**config.mk**
```make
export PLATFORM = sky130hd
export DESIGN_NAME = morra_tabellone
export DESIGN_NICKNAME = d
export VERILOG_FILES = /design/src/rtl/morra_tabellone.sv
export SDC_FILE = /design/constraint.sdc
export NUM_CORES = 1
export LEC_CHECK = 0
export CAP_MARGIN = 20
export CORE_MARGIN = 8
export CORE_UTILIZATION = 35
export CTS_CLUSTER_DIAMETER = 40
export CTS_CLUSTER_SIZE = 28
export DETAILED_ROUTE_END_ITERATION = 8
export SLEW_MARGIN = 20
export SYNTH_ARGS = -nofsm -noshare
export SYNTH_HDL_FRONTEND = slang
export SYNTH_SLANG_ARGS = --single-unit
```
**constraint.sdc**
```tcl
create_clock -name clk -period 3.82 [get_ports clk]
set_input_delay 0.764 -clock clk [delete_from_list [all_inputs] [get_ports clk]]
set_output_delay 0.764 -clock clk [all_outputs]
set_load 0.02 [all_outputs]
```
**src/rtl/morra_tabellone.sv**
```systemverilog
// morra_tabellone -- scoreboard stage behind the MorraCinese FSMD.
//
// Tracks the rounds of the current game (total, PRIMO wins, SECONDO wins,
// draws), latches the match result, and keeps a show-ahead FIFO of round
// outcomes for the display/readout logic.
//
// Optional feature: define MORRA_TOTALI_EN to add cross-game totals
// (PARTITE_P1 / PARTITE_P2 / PARTITE_PARI), cleared only by rst.
//
// Ports:
//   clk, rst          clock (rising edge), synchronous active-high reset
//   INIZIO            new-game strobe (shared with the FSMD)
//   MANCHE[1:0]       round result: 00 none, 01 P1, 10 P2, 11 draw
//   PARTITA[1:0]      match result: 00 running, 01 P1, 10 P2, 11 tie
//   STORICO_POP       history read strobe
//   MANCHE_TOT, VITTORIE_P1, VITTORIE_P2, PAREGGI   per-game counters
//   RISULTATO         latched PARTITA code
//   FINE_PARTITA      high while the game is over
//   STORICO_DATO      FIFO head (00 when empty)
//   STORICO_VUOTO / STORICO_PIENO   FIFO empty / full
//   STORICO_PERSO     sticky: a push was dropped because the FIFO was full
module morra_tabellone #(
  parameter int CNT_W = 5,
  parameter int DEPTH = 16,
  parameter int TOT_W = 8
) (
  input  logic             clk,
  input  logic             rst,
  input  logic             INIZIO,
  input  logic [1:0]       MANCHE,
  input  logic [1:0]       PARTITA,
  input  logic             STORICO_POP,
  output logic [CNT_W-1:0] MANCHE_TOT,
  output logic [CNT_W-1:0] VITTORIE_P1,
  output logic [CNT_W-1:0] VITTORIE_P2,
  output logic [CNT_W-1:0] PAREGGI,
  output logic [1:0]       RISULTATO,
  output logic             FINE_PARTITA,
  output logic [1:0]       STORICO_DATO,
  output logic             STORICO_VUOTO,
  output logic             STORICO_PIENO,
  output logic             STORICO_PERSO
`ifdef MORRA_TOTALI_EN
  ,
  output logic [TOT_W-1:0] PARTITE_P1,
  output logic [TOT_W-1:0] PARTITE_P2,
  output logic [TOT_W-1:0] PARTITE_PARI
`endif
);

  localparam int PTR_W = $clog2(DEPTH);
  localparam int OCC_W = PTR_W + 1;
  localparam logic [CNT_W-1:0] CNT_MAX = '1;

  // Elaboration-time guard: the pointer wrap relies on a power-of-two depth.
  if (DEPTH < 2 || (DEPTH & (DEPTH - 1)) != 0 || CNT_W < 1 || TOT_W < 1) begin : g_bad_params
    $error("morra_tabellone: invalid parameters");
  end

  typedef enum logic [1:0] {IDLE, GIOCO, FINE} state_t;

  state_t           state_q;
  logic [CNT_W-1:0] tot_q, p1_q, p2_q, pari_q;
  logic [1:0]       ris_q;
  logic             fine_q;
  logic [1:0]       mem_q [DEPTH];
  logic [PTR_W-1:0] rd_ptr_q, wr_ptr_q;
  logic [OCC_W-1:0] occ_q, occ_d;
  logic             perso_q;

  logic round_ok, pop_ok, push_ok, game_end;

  function automatic logic [CNT_W-1:0] sat_inc(input logic [CNT_W-1:0] v);
    return (v == CNT_MAX) ? v : v + CNT_W'(1);
  endfunction

  // A round counts only in GIOCO and only when no restart is requested.
  assign round_ok = (state_q == GIOCO) && !INIZIO && (MANCHE != 2'b00);
  assign game_end = (state_q == GIOCO) && !INIZIO && (PARTITA != 2'b00);
  assign pop_ok   = STORICO_POP && (occ_q != '0);
  // A full FIFO still accepts a push when the same cycle frees a slot.
  assign push_ok  = round_ok && ((occ_q != OCC_W'(DEPTH)) || pop_ok);

  always_comb begin
    occ_d = occ_q;
    if (push_ok && !pop_ok)
      occ_d = occ_q + OCC_W'(1);
    else if (!push_ok && pop_ok)
      occ_d = occ_q - OCC_W'(1);
  end

`ifdef MORRA_TOTALI_EN
  localparam logic [TOT_W-1:0] TOT_MAX = '1;
  logic [TOT_W-1:0] gp1_q, gp2_q, gpari_q;

  function automatic logic [TOT_W-1:0] sat_tot(input logic [TOT_W-1:0] v);
    return (v == TOT_MAX) ? v : v + TOT_W'(1);
  endfunction
`endif

  always_ff @(posedge clk) begin
    if (rst) begin
      state_q  <= IDLE;
      tot_q    <= '0;
      p1_q     <= '0;
      p2_q     <= '0;
      pari_q   <= '0;
      ris_q    <= 2'b00;
      fine_q   <= 1'b0;
      rd_ptr_q <= '0;
      wr_ptr_q <= '0;
      occ_q    <= '0;
      perso_q  <= 1'b0;
`ifdef MORRA_TOTALI_EN
      gp1_q    <= '0;
      gp2_q    <= '0;
      gpari_q  <= '0;
`endif
    end else if (INIZIO) begin
      // New game from any state; overrides same-cycle FIFO traffic.
      state_q  <= GIOCO;
      tot_q    <= '0;
      p1_q     <= '0;
      p2_q     <= '0;
      pari_q   <= '0;
      ris_q    <= 2'b00;
      fine_q   <= 1'b0;
      rd_ptr_q <= '0;
      wr_ptr_q <= '0;
      occ_q    <= '0;
      perso_q  <= 1'b0;
    end else begin
      if (round_ok) begin
        tot_q <= sat_inc(tot_q);
        case (MANCHE)
          2'b01:   p1_q   <= sat_inc(p1_q);
          2'b10:   p2_q   <= sat_inc(p2_q);
          default: pari_q <= sat_inc(pari_q);
        endcase
        if (!push_ok)
          perso_q <= 1'b1;
      end
      if (game_end) begin
        state_q <= FINE;
        ris_q   <= PARTITA;
        fine_q  <= 1'b1;
`ifdef MORRA_TOTALI_EN
        case (PARTITA)
          2'b01:   gp1_q   <= sat_tot(gp1_q);
          2'b10:   gp2_q   <= sat_tot(gp2_q);
          default: gpari_q <= sat_tot(gpari_q);
        endcase
`endif
      end
      if (push_ok)
        wr_ptr_q <= wr_ptr_q + PTR_W'(1);
      if (pop_ok)
        rd_ptr_q <= rd_ptr_q + PTR_W'(1);
      occ_q <= occ_d;
    end
  end

  // History storage: no reset needed, validity is tracked by occ_q.
  always_ff @(posedge clk) begin
    if (push_ok)
      mem_q[wr_ptr_q] <= MANCHE;
  end

  assign MANCHE_TOT    = tot_q;
  assign VITTORIE_P1   = p1_q;
  assign VITTORIE_P2   = p2_q;
  assign PAREGGI       = pari_q;
  assign RISULTATO     = ris_q;
  assign FINE_PARTITA  = fine_q;
  assign STORICO_VUOTO = (occ_q == '0);
  assign STORICO_PIENO = (occ_q == OCC_W'(DEPTH));
  assign STORICO_DATO  = (occ_q == '0) ? 2'b00 : mem_q[rd_ptr_q];
  assign STORICO_PERSO = perso_q;
`ifdef MORRA_TOTALI_EN
  assign PARTITE_P1    = gp1_q;
  assign PARTITE_P2    = gp2_q;
  assign PARTITE_PARI  = gpari_q;
`endif

endmodule

```
==> impl_results.md <==
* Drt wl/cell at roughly 15 um
* Area contributors post-synth: edfxtp_1 (29%), dfxtp_1 (25%), ha_1 (7.8%)
* Area share of the largest cell type after synthesis at 0.286
* DRT antenna net count at 0
* Die extent in y at approximately 110 um
* Post-Syn Area at about 3400 sq um
* Critical Path, Cell by Cell: mux4_2 > nor2b_1 > a211oi_1 > a211oi_1 > clkdlybuf4s50_1
* Min-delay src: STORICO_PERSO$_SDFFE_PP0P_
* Cell count of the worst hold path at 1
* Clock slew at reported path FFs at 0.07 ns
* Total global-route track usage at 0.114
* Actual slew at the worst max-slew pin at ~0.77 ns
* Sw frac at 0.235
* VDD IR max at about 0.00021 V
* Crit Path Category: flop to primary output
* Drt total wl at between 6000 and 7000 um
* Syn avg cell area at 11.5 sq um
* Reg2reg start: occ_q[1]$_SDFFE_PP0P_
* First-pass GRT wire length at around 12000 um
* Fmax at between 300 and 400 MHz
* Net load switching power at ~0.00040 W
* # setup viols final at 0
* Most common cell type on the critical path: a211oi_1
* Number of port buffers at 35
* Synth Register Bits at 74
* CP max-delay cell: dfxtp_1
* Clk buf depth at 2
* Post-synth cell types at 45
* Chip width at roughly 110 um
* Post-Syn Nets at approximately 320
* Internal Power at 0.00130 W
* Max Slew Vio Count at 0
* Gate Count Post-Synth at roughly 290
* Main flop type after synthesis: dfxtp_1
* Area delta synth->final at 20.9%
* Initial antenna violation count at 0
* Vias at between 2000 and 2500
* Pre-Repair DR Iteration Count at 4
* Sink of the worst hold path: STORICO_PERSO$_SDFFE_PP0P_
* R2R Path End: occ_q[4]$_SDFFE_PP0P_
* Reg2Reg Depth at 8
* Power Dens Cells at 418 nW/um^2
* Row Count at 35
* Setup slack, reg-to-reg at 1.02 ns
* CTS tree: built
* Place WS at roughly 0.3 ns
* FFs w/ async S/R, synth at 0
* Worst Clk Skew at around 0.011 ns
* Seq. cell area at roughly 1800 sq um
* Register share of total power at 0.497
* ANT cells at 0
* Cell taking the most area after synthesis: edfxtp_1
* Pleak at ~1.4 nW
* H-tree levels at 3
* Post CTS Setup Buffer Count at 0
* Hold Vio Cnt, Final at 0
* Most common cell after layout, fill and taps aside: nor2_1
* Worst Path Arrival at 2.50 ns
* Latest clock arrival within the worst-skew pair at between 0.3 and 0.4 ns
* Total Neg Setup Slack at 0 ns
* Clock sink count at 74
* Pin count of the biggest net entering global routing at 39
* Slew HR at 0.487
* Max_cap viols at 0
* Fin crit share at 0.853
* Gpl congestion at about 0.82
* I/O pin cnt at 36
* Final worst setup slack at roughly 0.56 ns
* CTS Hold Bufs at 0
* Ratio of cells with drive above 1 in the final layout at 0.111
* DRT iter0 DRCs at between 100 and 150
* Worst Hold Class: flop to flop
* Post-CTS Resized at 0
* Crit. End Element: primary output
* Multi-input logic area at ~1500 sq um
* DIE AREA at roughly 13000 sq um
* Congestion Overflow GR at 0
* Clk root buf: clkbuf_8
* Post-synth EDFFs at 32
* Starting Density at 0.363
* Worst hold margin at 0.469 ns
* Sequential area share after synthesis at 0.535
* DR vias/cell at approximately 4.7
* DP HPWL at just under 5000 um
* CP peak stage delay at just over 0.6 ns
* TritonCTS Buffers at 9
* Vias in the first global route at ~2300
* DR DRC count at 0
* Clock power share at 0.402
* Tmin final at roughly 3.3 ns
* Startpoint Class: flop
* Core Area at approximately 9300 sq um
* Yosys warnings at 0
* Most frequent cells in the layout: nor2_1 (46), dfxtp_1 (42), clkdlybuf4s50_1 (35), edfxtp_1 (32), ha_1 (21)
* Logic pwr share at 0.101
* Total Nets Final at 358
* Status: complete, no violations
* Fillers at between 900 and 1000
* Max FO, Critical Path at 8
* RSZ-0062 raised after global routing: no
* Req. time, crit path at between 3 and 4 ns
critical path: cells and delay by family, from the launching register on:
| kind | cells | cell delay, ns |
|---|---|---|
| flops | 1 | 0.62 |
| mux | 1 | 0.55 |
| buf+inv | 1 | 0.55 |
| compound gates | 2 | 0.29 |
| simple gates | 1 | 0.14 |
cells by family (layout without fill, tap and decap cells):
logic type / Yosys count / count (layout) / synth area share
mux: 16 / 16 / 0.0773
buf+inv: 23 / 64 / 0.0316
xor+xnor: 17 / 17 / 0.0442
compound gates: 35 / 35 / 0.0721
flops: 74 / 74 / 0.535
simple gates: 105 / 105 / 0.155
fa+ha+maj: 22 / 22 / 0.0840
metal layers:
metal,wire [um],vias up,track usage
li1,-,1111,-
met5,0,-,0
met1,3430,1026,0.144
met3,358,2,0.0480
met4,29,0,0.0293
met2,3080,40,0.176
per-stage QoR:
step,area (sq um),std cells,utilization,total power (W)
after floorplan,3370,292,-,0.000980
after global placement,3830,446,0.413,0.00104
after detailed placement,3830,446,0.413,0.00104
after CTS,4070,462,0.438,0.00172
after global routing,4070,462,0.438,0.00177
final,4070,462,0.438,0.00170
worst max path at each step:
| stage | end |
|---|---|
| floorplan | occ_q[4]$_SDFFE_PP0P_ |
| global placement | occ_q[4]$_SDFFE_PP0P_ |
| detailed placement | occ_q[4]$_SDFFE_PP0P_ |
| CTS | STORICO_DATO[0] |
| global route | STORICO_DATO[0] |
| finish | STORICO_DATO[1] |
synthesized netlist by cell type (2+ instances only):
library cell,n
o211ai_1,2
buf_1,5
dfxtp_1,42
nor3b_1,2
mux2i_1,8
nor2b_1,2
inv_1,9
a211oi_1,5
nor2_1,46
a21oi_1,14
or3_1,3
nand2b_1,2
buf_6,2
mux4_2,8
o21ai_0,6
ha_1,21
xor2_1,13
nand3b_2,2
clkbuf_1,5
nand4b_1,2
xnor2_1,4
and3_1,5
nor3_1,5
nand3_1,11
edfxtp_1,32
nand2_1,17
sequential cells by signal, indices dropped and copies added (netlist names), named ones only:
name / flops
mem_q: 32
FINE_PARTITA: 1
state_q: 1
occ_q: 5
MANCHE_TOT: 5
VITTORIE_P1: 5
wr_ptr_q: 4
RISULTATO: 2
STORICO_PERSO: 1
VITTORIE_P2: 5
PAREGGI: 5
rd_ptr_q: 4
power groups by stage:
stage          combinational, W  clock [W]  sequential (W)
2_1_floorplan          0.000121          0        0.000859
3_3_place_gp           0.000172          0        0.000863
3_5_place_dp           0.000173          0        0.000864
4_1_cts                0.000174   0.000704        0.000845
5_1_grt                0.000191   0.000734        0.000847
6_report               0.000172   0.000685        0.000846
layout make-up:
type / instances / share of cell area
sequential: 74 / 0.443
multi-input combinational: 195 / 0.358
timing repair buffer: 39 / 0.0935
clock buffer: 13 / 0.0470
tap: 129 / 0.0397
clock inverter: 3 / 0.0105
inverter: 9 / 0.00830
Power figures use the tool's default switching activity.
